$ cat src/rtl/kara32_seq_ctrl.sv
// Three-pass Karatsuba sequencer for a shared 18x18 multiplier.
// Optional sticky middle-term clamp enabled by KARA_MID_CLAMP_EN.
module kara32_seq_ctrl #(
  parameter int MUL_LAT = 0
) (
  input  logic        clk,
  input  logic        rst,
  input  logic        start,
  input  logic [31:0] a,
  input  logic [31:0] b,
  output logic        busy,
  output logic        done,
  output logic [63:0] product,
  output logic [17:0] mul_x,
  output logic [17:0] mul_y,
  input  logic [35:0] mul_p,
  output logic        mid_clamp
);

  localparam int CW = (MUL_LAT > 0) ? $clog2(MUL_LAT + 1) : 1;

  typedef enum logic [2:0] {
    IDLE,
    LO,
    HI,
    MID,
    COMB
  } state_t;

  state_t          state;
  state_t          state_n;
  logic [CW-1:0]   cnt;
  logic            last;
  logic [31:0]     a_q;
  logic [31:0]     b_q;
  logic [35:0]     z0;
  logic [35:0]     z1;
  logic [35:0]     z2;
  logic [16:0]     sum_a;
  logic [16:0]     sum_b;
  logic [63:0]     zs;
  logic [63:0]     mid_raw;
  logic [63:0]     mid;
  logic [63:0]     comb_res;

  assign last  = (cnt == CW'(MUL_LAT));
  assign sum_a = {1'b0, a_q[15:0]} + {1'b0, a_q[31:16]};
  assign sum_b = {1'b0, b_q[15:0]} + {1'b0, b_q[31:16]};

  always_comb begin
    state_n = state;
    mul_x   = '0;
    mul_y   = '0;
    unique case (state)
      IDLE: if (start) state_n = LO;
      LO: begin
        mul_x = {2'b0, a_q[15:0]};
        mul_y = {2'b0, b_q[15:0]};
        if (last) state_n = HI;
      end
      HI: begin
        mul_x = {2'b0, a_q[31:16]};
        mul_y = {2'b0, b_q[31:16]};
        if (last) state_n = MID;
      end
      MID: begin
        mul_x = {1'b0, sum_a};
        mul_y = {1'b0, sum_b};
        if (last) state_n = COMB;
      end
      COMB:    state_n = IDLE;
      default: state_n = IDLE;
    endcase
  end

  // Middle term may go negative with an approximate multiplier
  assign zs      = {28'b0, z2} + {28'b0, z0};
  assign mid_raw = {28'b0, z1} - zs;

`ifdef KARA_MID_CLAMP_EN
  logic clamp_hit;
  assign clamp_hit = ({28'b0, z1} < zs);
  assign mid       = clamp_hit ? 64'd0 : mid_raw;

  always_ff @(posedge clk) begin
    if (rst) begin
      mid_clamp <= 1'b0;
    end else if (state == IDLE && start) begin
      mid_clamp <= 1'b0;
    end else if (state == COMB && clamp_hit) begin
      mid_clamp <= 1'b1;
    end
  end
`else
  assign mid       = mid_raw;
  assign mid_clamp = 1'b0;
`endif

  assign comb_res = ({28'b0, z2} << 32) + (mid << 16) + {28'b0, z0};

  always_ff @(posedge clk) begin
    if (rst) begin
      state   <= IDLE;
      cnt     <= '0;
      a_q     <= '0;
      b_q     <= '0;
      z0      <= '0;
      z1      <= '0;
      z2      <= '0;
      product <= '0;
      busy    <= 1'b0;
      done    <= 1'b0;
    end else begin
      state <= state_n;
      done  <= 1'b0;
      if (state inside {LO, HI, MID} && !last)
        cnt <= cnt + CW'(1);
      else
        cnt <= '0;
      unique case (state)
        IDLE: begin
          if (start) begin
            a_q  <= a;
            b_q  <= b;
            busy <= 1'b1;
          end
        end
        LO:  if (last) z0 <= mul_p;
        HI:  if (last) z2 <= mul_p;
        MID: if (last) z1 <= mul_p;
        COMB: begin
          product <= comb_res;
          done    <= 1'b1;
          busy    <= 1'b0;
        end
        default: ;
      endcase
    end
  end

endmodule

$ cat config.mk
export PLATFORM = sky130hd
export DESIGN_NAME = kara32_seq_ctrl
export DESIGN_NICKNAME = d
export VERILOG_FILES = /design/src/rtl/kara32_seq_ctrl.sv
export SDC_FILE = /design/constraint.sdc
export NUM_CORES = 1
export LEC_CHECK = 0
export BUFFER_PORTS_ARGS = -buffer_cell sky130_fd_sc_hd__buf_2
export CAP_MARGIN = 20
export CORE_MARGIN = 3
export CORE_UTILIZATION = 56
export CTS_BUF_LIST = sky130_fd_sc_hd__clkbuf_8
export DETAILED_ROUTE_END_ITERATION = 8
export PLACE_DENSITY_LB_ADDON = 0.3
export SLEW_MARGIN = 20
export SYNTH_ARGS = -nofsm -noshare
export SYNTH_HDL_FRONTEND = slang
export SYNTH_SLANG_ARGS = --single-unit
$ cat constraint.sdc
create_clock -name clk -period 12.8 [get_ports clk]
set_clock_uncertainty 0.1 [all_clocks]
set_input_delay 0.64 -clock clk [delete_from_list [all_inputs] [get_ports clk]]
set_output_delay 0.64 -clock clk [all_outputs]
set_load 0.01 [all_outputs]
==> impl_metrics.csv, run 1 <==
group,metric,value,unit
floorplanning,dieArea,31300,um^2
synthesis,synth_seq_cells,242,
layout,regArea,4840,um^2
sta,post-route-min-period,7.28,ns
layout,syn2layout_area_growth,12.6,%
worst_hold_path,min_path_type,"in -> reg",
pwr,ir_drop,0.0936,mV
clocking,clkLatencyLatePin,0.57,ns
global_routing,antenna_found_initial,3,
global_routing,grt_pass1_wl,74900,um
clocking,cts_setup_buffers,0,
layout,nFillCells,2532,
global_routing,grt_overflow,0,
layout,layout_common_cells,"510 x nand2_1, 319 x a21oi_1, 242 x dfxtp_1",
placement,io_buffer_count,202,
status,status,"complete, no violations",
layout,multiInputGateArea,10700,um^2
sta,maxSlewHeadroom,29.3,%
routing,first_pass_iters,5,
clocking,cts_resized,0,
clocking,path_clk_slew,0.06,ns
synthesis,yosysWarnings,0,
clocking,clk_path_buf_depth,3,
clocking,ctsHoldBuffers,0,
clocking,tritoncts,"built",
synthesis,yosys.area.top_type_share,29.6,%
clocking,htree_levels,2,
layout,final_cell_count_no_fill,2698,
sta,worst_pin_slew,1.06,ns
routing,via_per_inst,5.74,
floorplanning,start_util,57.9,%
synthesis,yosysSeqAreaShare,29.6,%
sta,rsz0062_at_grt,"false",
routing,drcViolationCount,0,
layout,layout_commonest_cell,"nand2_1",
routing,ant_nets,0,
floorplanning,die_x,177,um
synthesis,avgSynthCellArea,7.67,um^2
sta,finalSetupViolations,0,
routing,wirelength,46000,um
pwr,p_int,0.00163,W
run,drv_cap,0,
worst_setup_path,worstPathRequired,13.19,ns
clocking,numCtsBuffers,43,
synthesis,syn-instance-count,2131,
pwr,combinationalPowerShare,42.0,%
routing,vias,15500,
layout,drive_gt1_share,13.9,%
synthesis,synth_area,16300,um^2
global_routing,grt_util_all_layers,29.1,%
synthesis,synth.distinct_cells,83,
worst_setup_path,crit_slowest_cell,"fa_1",
global_routing,grt_max_degree,137,
clocking,cts-root-buf,"clkbuf_8",
floorplanning,rows,61,
pwr,p_seq_share,30.3,%
sta,slew_violations,0,
sta,fmax,137,MHz
worst_setup_path,crit_type,"reg -> reg",
synthesis,synth-edff-count,0,
global_routing,grt_pass1_vias,14900,
sta,finalHoldViolations,0,
placement,place_area,17500,um^2
pwr,p_sw,0.00104,W
synthesis,async_reset_ff_share,0,%
pwr,sw_frac_of_total,39.1,%
synthesis,synth_top_area_cell,"dfxtp_1",
layout,nNetsFinal,2591,
floorplanning,io_pins,206,
placement,globalplace.congestion,0.992,
floorplanning,die_h,177,um
routing,first_iter_violations,1062,
worst_setup_path,end_kind,"flip-flop",
clocking,clock-sinks,242,
pwr,clkPwrFrac,27.7,%
sta,tns,0,ns
placement,dp_cells,2619,
worst_setup_path,crit_path_frequent_cell,"a21oi_1",
sta,fin_crit_sh,56.9,%
worst_setup_path,crit_fanout,10,
synthesis,synth_ff_type,"dfxtp_1",
synthesis,synthTopCellsByArea,"dfxtp_1 30%, ha_1 12%, nand2_1 12%, a21oi_1 9.8%, fa_1 5.3%",
worst_setup_path,worstSetupStartpointType,"flip-flop",
worst_setup_path,cpPeakStageDelay,0.55,ns
layout,fin_area,18400,um^2
pwr,p_leak,8.06,nW
pwr,p_per_area,145,nW/um^2
worst_setup_path,cp_data_arrival_time,7.68,ns
floorplanning,core,28200,um^2
placement,hpwlAfterDp,34100,um
routing,wire_per_inst,17.0,um
-- power by group through the flow --
stage               sequential, W  combinational, W  clock [W]
global route             0.000812           0.00125   0.000786
floorplan                0.000815          0.000838          0
CTS                      0.000809           0.00111   0.000756
global placement         0.000824           0.00109          0
finish                   0.000809           0.00112   0.000739
detailed placement       0.000825           0.00109          0
-- cell usage after synthesis, types with 9 or more instances --
cell type  number
o31ai_1        10
dfxtp_1       242
inv_1         112
nor2b_1        17
ha_1          159
or3_1          11
mux2_2         14
nand2_1       512
nor2_1         99
a31oi_1        15
xnor2_1        53
nand3_1        42
a21oi_1       319
o21a_1         14
nand4_1        10
o21ai_0        63
xor2_1         27
fa_1           43
nand2b_1       13
clkbuf_1       88
a211oi_1       14
nor3_1         24
a21o_1         41
o21bai_1        9
and3_1         14
a22oi_1        21
-- logic make-up (layout without fill, tap and decap cells) --
group           count (synthesis)  after routing  synth area share [%]
simple gates                  780            780                  20.3
compound gates                585            585                  21.6
flops                         242            242                  29.6
buf+inv                       221            406                  5.38
fa+ha+maj                     202            202                  17.4
xor+xnor                       80             80                  4.29
mux                            20             20                  1.33
other cells                     1              5                0.0229
-- cell type report --
class / count / area share [%]
inverters: 113 / 2.30
repair buffers: 215 / 6.06
well taps: 378 / 2.57
flip-flops and latches: 242 / 26.3
multi-input cells: 1671 / 57.9
diodes: 1 / 0.0136
clock inverters: 23 / 0.754
clock buffers: 55 / 4.11
-- sequential cells by signal, summed over array words and instances, names as in the netlist --
register and count:
z0 36, a_q 32, product 64, cnt 1, busy 1, z1 36, state 3, b_q 32
z2 36, done 1
-- worst max-delay path: cells and delay by family, from the launching register on --
kind,cells,cell delay (ns)
compound gates,16,4.15
xor+xnor,1,0.17
fa+ha+maj,5,1.81
buf+inv,2,0.11
flops,1,0.32
simple gates,4,0.54
-- metrics by stage --
| stage | hold slack (ns) | power [W] | setup slack (ns) | utilization, % |
|---|---|---|---|---|
| after floorplan | 0.336 | 0.00165 | 6.36 | - |
| after global placement | 0.335 | 0.00192 | 5.57 | 62.0 |
| after detailed placement | 0.340 | 0.00192 | 5.49 | 62.0 |
| after CTS | 0.175 | 0.00267 | 5.48 | 65.2 |
| after global routing | 0.197 | 0.00285 | 4.80 | 65.2 |
| final | 0.209 | 0.00267 | 5.52 | 65.2 |
-- per-layer routing --
metal	global-route usage, %	vias up	wire (um)
met5	0	-	27
li1	-	7660	-
met2	49.0	508	21100
met1	38.6	7226	20500
met4	8.02	4	1070
met3	5.11	79	3250
-- worst paths after layout --
| check | startpoint | slack, ns | endpoint | cells after the start |
|---|---|---|---|---|
| worst max register to register | z1[0] | 5.52 | product[63] | 28 |
| worst min register to register | product[53] | 0.35 | product[53] | 2 |
| worst min-delay path | b[4] | 0.21 | b_q[4] | 3 |
| worst max-delay path | z1[0] | 5.52 | product[63] | 28 |
Note: power is estimated with default switching activity, not from simulation.
==> run 2, diff against run 1 <==
--- a/config.mk
+++ b/config.mk
@@ -5,6 +5,7 @@
 export SDC_FILE = /design/constraint.sdc
 export NUM_CORES = 1
 export LEC_CHECK = 0
+export ABC_AREA = 1
 export BUFFER_PORTS_ARGS = -buffer_cell sky130_fd_sc_hd__buf_2
 export CAP_MARGIN = 20
 export CORE_MARGIN = 3
==> constraint.sdc (replaced) <==
create_clock -name clk -period 5.9 [get_ports clk]
set_clock_uncertainty 0.1 [all_clocks]
set_input_delay 0.295 -clock clk [delete_from_list [all_inputs] [get_ports clk]]
set_output_delay 0.295 -clock clk [all_outputs]
set_load 0.01 [all_outputs]
==> impl_metrics.csv, run 2 <==
group,metric,value,unit
status,status,"complete, no violations",
routing,via_per_inst,5.76,
worst_setup_path,critPathLaunch,"z1[0]",
clocking,clk_path_buf_depth,3,
global_routing,grt_max_degree,113,
routing,vias,19100,
global_routing,grt_util_all_layers,36.8,%
layout,regMostFlops,"product",
synthesis,synthTopCellsByArea,"dfxtp_1 27%, ha_1 11%, nand2_1 8.7%, a21oi_1 8.5%, inv_1 7.9%",
layout,nNetsFinal,3185,
sta,finalHoldViolations,0,
routing,first_iter_violations,1671,
sta,tns,0,ns
floorplanning,dieArea,33800,um^2
routing,wirelength,63700,um
floorplanning,io_pins,206,
placement,globalplace.congestion,1.04,
worst_setup_path,crit_fanout,4,
layout,layout_common_cells,"408 x nand2_1, 388 x inv_1, 323 x nor2_1",
worst_setup_path,r2r-end,"product[33]",
sta,fin_crit_sh,93.4,%
synthesis,synth_commonest_cells,"409 x nand2_1, 374 x inv_1, 325 x nor2_1",
global_routing,grt_pass1_vias,18100,
clocking,clock-sinks,242,
synthesis,yosysWarnings,0,
synthesis,yosysMostFrequentCell,"nand2_1",
worst_setup_path,cpPeakStageDelay,0.58,ns
sta,finalSetupViolations,0,
worst_hold_path,min_path_type,"in -> reg",
clocking,path_clk_slew,0.06,ns
layout,largest_reg_flops,64,
worst_setup_path,cp_data_arrival_time,5.90,ns
run,drv_cap,0,
clocking,clkLatencyLatePin,0.62,ns
layout,nFillCells,2656,
clocking,htree_levels,2,
sta,fmax,182,MHz
layout,multiInputGateArea,11100,um^2
synthesis,async_reset_ff_share,0,%
synthesis,yosys.area.top_type_share,27.4,%
floorplanning,die_x,184,um
synthesis,synth_ff_type,"dfxtp_1",
sta,worst_pin_slew,1.05,ns
layout,regArea,4840,um^2
clocking,cts-root-buf,"clkbuf_8",
floorplanning,die_h,184,um
worst_setup_path,crit_path_end,"product[33]",
synthesis,synth.distinct_cells,50,
floorplanning,core,30800,um^2
sta,slew_violations,0,
synthesis,synth_area,17700,um^2
layout,drive_gt1_share,12.1,%
worst_setup_path,reg2reg_slack,0.39,ns
routing,ant_nets,0,
worst_setup_path,crit_slowest_cell,"fa_1",
layout,layout_commonest_cell,"nand2_1",
routing,first_pass_iters,6,
synthesis,syn-instance-count,2606,
routing,drcViolationCount,0,
synthesis,yosysSeqAreaShare,27.4,%
global_routing,grt_overflow,0,
clocking,numCtsBuffers,43,
floorplanning,start_util,57.4,%
floorplanning,rows,64,
sta,maxSlewHeadroom,29.8,%
clocking,cts_setup_buffers,0,
sta,post-route-min-period,5.51,ns
global_routing,grt_pass1_wl,98300,um
worst_setup_path,worstSetupStartpointType,"flip-flop",
placement,io_buffer_count,202,
worst_setup_path,r2r_cells,25,
sta,rsz0062_at_grt,"false",
synthesis,synth_top_area_cell,"dfxtp_1",
routing,wire_per_inst,19.2,um
synthesis,synth_seq_cells,242,
global_routing,antenna_found_initial,1,
worst_setup_path,r2r_start,"z1[0]",
placement,hpwlAfterDp,48000,um
layout,syn2layout_area_growth,17.9,%
clocking,tritoncts,"built",
synthesis,synth-edff-count,0,
worst_setup_path,crit_type,"reg -> reg",
synthesis,avgSynthCellArea,6.79,um^2
worst_setup_path,end_kind,"flip-flop",
worst_setup_path,worstPathRequired,6.29,ns
-- run 2: changes by cell type after synthesis, moves of 20 or more --
cell      change
nor2_1      +226
o221ai_1     +25
a21o_1       -29
a22oi_1      -20
nand3_1      +76
o21ai_0     +212
clkbuf_1     -20
nand2_1     -103
inv_1       +262
a21oi_1      -20
xnor2_1      -34
-- run 2: timing repair --
item | 4_1_cts | 5_1_grt
endpoints found under the hold margin | 172 | 0
hold buffers | 100 | 0
resized for setup | 0 | 4
endpoints found under the setup margin | 0 | 8
-- run 2: kinds of logic (layout without fill, tap and decap cells) --
| group | Yosys count | in the layout | synth area share (%) |
|---|---|---|---|
| DFF | 242 | 242 | 27.4 |
| AOI/OAI and AO/OA | 704 | 704 | 21.9 |
| buffers and inverters | 476 | 779 | 10.2 |
| xor gates and xnor gates | 48 | 48 | 2.38 |
| other | 1 | 5 | 0.0212 |
| adders and majority gates | 202 | 202 | 16.1 |
| and+or+nand+nor | 933 | 933 | 21.9 |
-- run 2: final cells by class --
| type | instances | area share [%] |
|---|---|---|
| inverters | 390 | 7.04 |
| flip-flops and latches | 242 | 23.2 |
| clock buffers | 54 | 3.56 |
| multi-input cells | 1891 | 53.2 |
| diodes | 1 | 0.0120 |
| repair buffers | 312 | 10.0 |
| clock inverters | 23 | 0.612 |
| well taps | 396 | 2.38 |
-- run 2: metal layers --
metal / global-route usage, % / vias up / wire [um]
met1: 48.2 / 8841 / 26700
li1: - / 9126 / -
met4: 17.0 / 0 / 2970
met2: 60.1 / 894 / 29300
met3: 5.84 / 192 / 4660
met5: 0 / - / 0
-- run 2: worst max-delay path: cells and delay by family, from the launching register on --
family                   cells  cell delay (ns)
AO/OA/AOI/OAI                5             0.87
XOR/XNOR                     2             0.35
adder cells (fa/ha/maj)      5             2.09
buffers and inverters        5             0.37
flip-flops                   1             0.31
AND/OR/NAND/NOR              8             1.31
-- run 2: metrics by stage --
step | utilization (%) | worst slack [ns] | hold slack, ns | std cells | instance area (um^2)
final | 67.7 | 0.392 | 0.112 | 3309 | 20900
after global routing | 67.7 | 0.0673 | 0.0983 | 3309 | 20900
after CTS | 67.6 | 0.339 | 0.0266 | 3308 | 20800
after detailed placement | 61.5 | 0.353 | 0.361 | 3131 | 19000
after global placement | 61.5 | 0.453 | 0.353 | 3131 | 19000
after floorplan | - | 1.38 | 0.330 | 2609 | 17700
-- run 2: worst min-delay path by stage --
stage,cells after the start,end,from
final,4,state[0],start
after global routing,4,state[0],start
after CTS,4,state[0],start
after detailed placement,2,b_q[13],b_q[13]
after global placement,2,a_q[12],a_q[12]
after floorplan,2,z0[1],mul_p[1]
Power of run 2 is left out: the tool's default activity adds up to more than one toggle a clock period on the data nets, which glitch-free logic cannot reach.
==> run 3, diff against run 2 <==
--- a/config.mk
+++ b/config.mk
@@ -5,13 +5,13 @@
 export SDC_FILE = /design/constraint.sdc
 export NUM_CORES = 1
 export LEC_CHECK = 0
-export ABC_AREA = 1
-export BUFFER_PORTS_ARGS = -buffer_cell sky130_fd_sc_hd__buf_2
 export CAP_MARGIN = 20
 export CORE_MARGIN = 3
 export CORE_UTILIZATION = 56
 export CTS_BUF_LIST = sky130_fd_sc_hd__clkbuf_8
+export CTS_CLUSTER_DIAMETER = 30
 export DETAILED_ROUTE_END_ITERATION = 8
+export DONT_BUFFER_PORTS = 1
 export PLACE_DENSITY_LB_ADDON = 0.3
 export SLEW_MARGIN = 20
 export SYNTH_ARGS = -nofsm -noshare
==> impl_metrics.csv, run 3 (synthesized netlist as in run 1, its figures left out) <==
group,metric,value,unit
status,status,"finished, violations left",
status,violations,"setup timing",
layout,regArea,4850,um^2
global_routing,grtUsageMet1,39.8,%
worst_setup_path,reg2reg_slack,-0.27,ns
global_routing,grt_pass1_wl,81200,um
sta,post-route-min-period,6.17,ns
worst_setup_path,crit_family,"compound AO/OA/AOI/OAI gates",
sta,tns,-0.646,ns
pwr,p_leak,8.59,nW
worst_setup_path,worstSetupStartpointType,"flip-flop",
global_routing,grt_pass1_vias,16200,
global_routing,grt_busiest_layer,"met2",
worst_setup_path,end_kind,"flip-flop",
sta,maxSlewHeadroom,24.9,%
global_routing,antenna_found_initial,3,
worst_setup_path,crit_slowest_cell,"fa_1",
routing,drcViolationCount,0,
clocking,numCtsBuffers,51,
worst_setup_path,cp.buffers_inverters,2,
global_routing,grt_overflow,0,
worst_setup_path,crit_type,"reg -> reg",
placement,hpwlAfterDp,35100,um
clocking,tritoncts,"built",
floorplanning,die_x,177,um
routing,first_pass_iters,5,
layout,layout_commonest_cell,"nand2_1",
clocking,clk_path_buf_depth,3,
clocking,cts-root-buf,"clkbuf_8",
floorplanning,core,28200,um^2
global_routing,grt_util_all_layers,31.7,%
routing,via_per_inst,5.89,
layout,fin_area,20700,um^2
floorplanning,start_util,57.9,%
run,drv_cap,0,
sta,fmax,162,MHz
placement,place_area,17600,um^2
floorplanning,die_h,177,um
layout,regMostFlops,"product",
clocking,clkLatencyLatePin,0.60,ns
layout,final_util,73.3,%
worst_setup_path,cpPeakStageDelay,0.55,ns
clocking,clock-sinks,242,
placement,pre_cts_slack,-0.405,ns
sta,finalSetupViolations,9,
floorplanning,dieArea,31300,um^2
sta,rsz0062_at_grt,"true",
placement,globalplace.congestion,0.970,
routing,wirelength,51600,um
sta,finalHoldViolations,0,
layout,syn2layout_area_growth,26.7,%
global_routing,grt_use_met2,54.5,%
worst_setup_path,cp_data_arrival_time,6.57,ns
pwr,ir_drop,0.263,mV
layout,layout_common_cells,"504 x nand2_1, 296 x a21oi_1, 240 x dfxtp_1",
floorplanning,rows,61,
worst_setup_path,crit_fanout,4,
layout,multiInputGateArea,11400,um^2
global_routing,grt_use_met3,6.56,%
pwr,p_per_area,352,nW/um^2
sta,fin_hold_ws,0.0499,ns
worst_setup_path,worstPathRequired,6.31,ns
worst_setup_path,r2r_start,"z0[0]",
layout,nNetsFinal,2659,
clocking,path_clk_slew,0.06,ns
worst_hold_path,min_from,"rst",
sta,worst_pin_slew,1.13,ns
routing,ant_nets,0,
sta,slew_violations,0,
worst_hold_path,min_path_type,"in -> reg",
worst_setup_path,critPathLaunch,"z0[0]",
layout,drive_gt1_share,16.9,%
placement,io_buffer_count,0,
clocking,htree_levels,2,
global_routing,grt_max_degree,237,
sta,final_critical_path_setup_slack,-0.266,ns
sta,fin_crit_sh,105,%
routing,wire_per_inst,18.6,um
routing,vias,16300,
layout,nFillCells,2104,
layout,largest_reg_flops,64,
routing,first_iter_violations,1348,
floorplanning,io_pins,206,
==> run 3: final cells by class <==
class | instances | share of cell area, %
inverter | 113 | 2.05
clock buffer | 60 | 3.99
clock inverter | 34 | 1.84
tap | 378 | 2.28
antenna | 2 | 0.0242
sequential | 242 | 23.4
multi-input combinational | 1671 | 55.0
timing repair buffer | 275 | 11.4
==> run 3: final timing paths <==
| kind | depth (start not counted) | to |
|---|---|---|
| hold / removal | 3 | product[50] |
| setup / recovery | 28 | product[63] |
| hold reg to reg | 2 | z0[32] |
| setup reg to reg | 28 | product[63] |
==> run 3: where the power goes <==
part / switching (W) / internal (W)
sequential: 0.0000616 / 0.00170
clock: 0.000812 / 0.00125
combinational: 0.00189 / 0.00157
total: 0.00276 / 0.00452
==> run 3: worst register-to-register path: cells and delay by family, from the launching register on <==
| family | cells | cell delay, ns |
|---|---|---|
| compound gates | 17 | 2.93 |
| buf+inv | 2 | 0.17 |
| simple gates | 4 | 1.02 |
| fa+ha+maj | 5 | 1.54 |
| flops | 1 | 0.33 |
==> run 3: what timing repair did <==
| action | 4_1_cts | 5_1_grt |
|---|---|---|
| setup buffers | 12 | 10 |
| hold buffers | 101 | 0 |
| endpoints found under the setup margin | 20 | 28 |
| endpoints found under the hold margin | 234 | 0 |
| pin swaps | 24 | 49 |
| gates resized for setup | 44 | 88 |
==> run 3: per-stage QoR <==
stage / total power (W) / instances
floorplan: 0.00363 / 2134
global placement: 0.00451 / 2558
detailed placement: 0.00455 / 2558
CTS: 0.00690 / 2765
global route: 0.00767 / 2775
finish: 0.00728 / 2775
==> run 3: layer usage <==
layer	vias to the layer above	routed length [um]
met1	7710	21200
met4	2	1780
li1	7817	-
met3	128	3810
met2	674	24700
met5	-	13
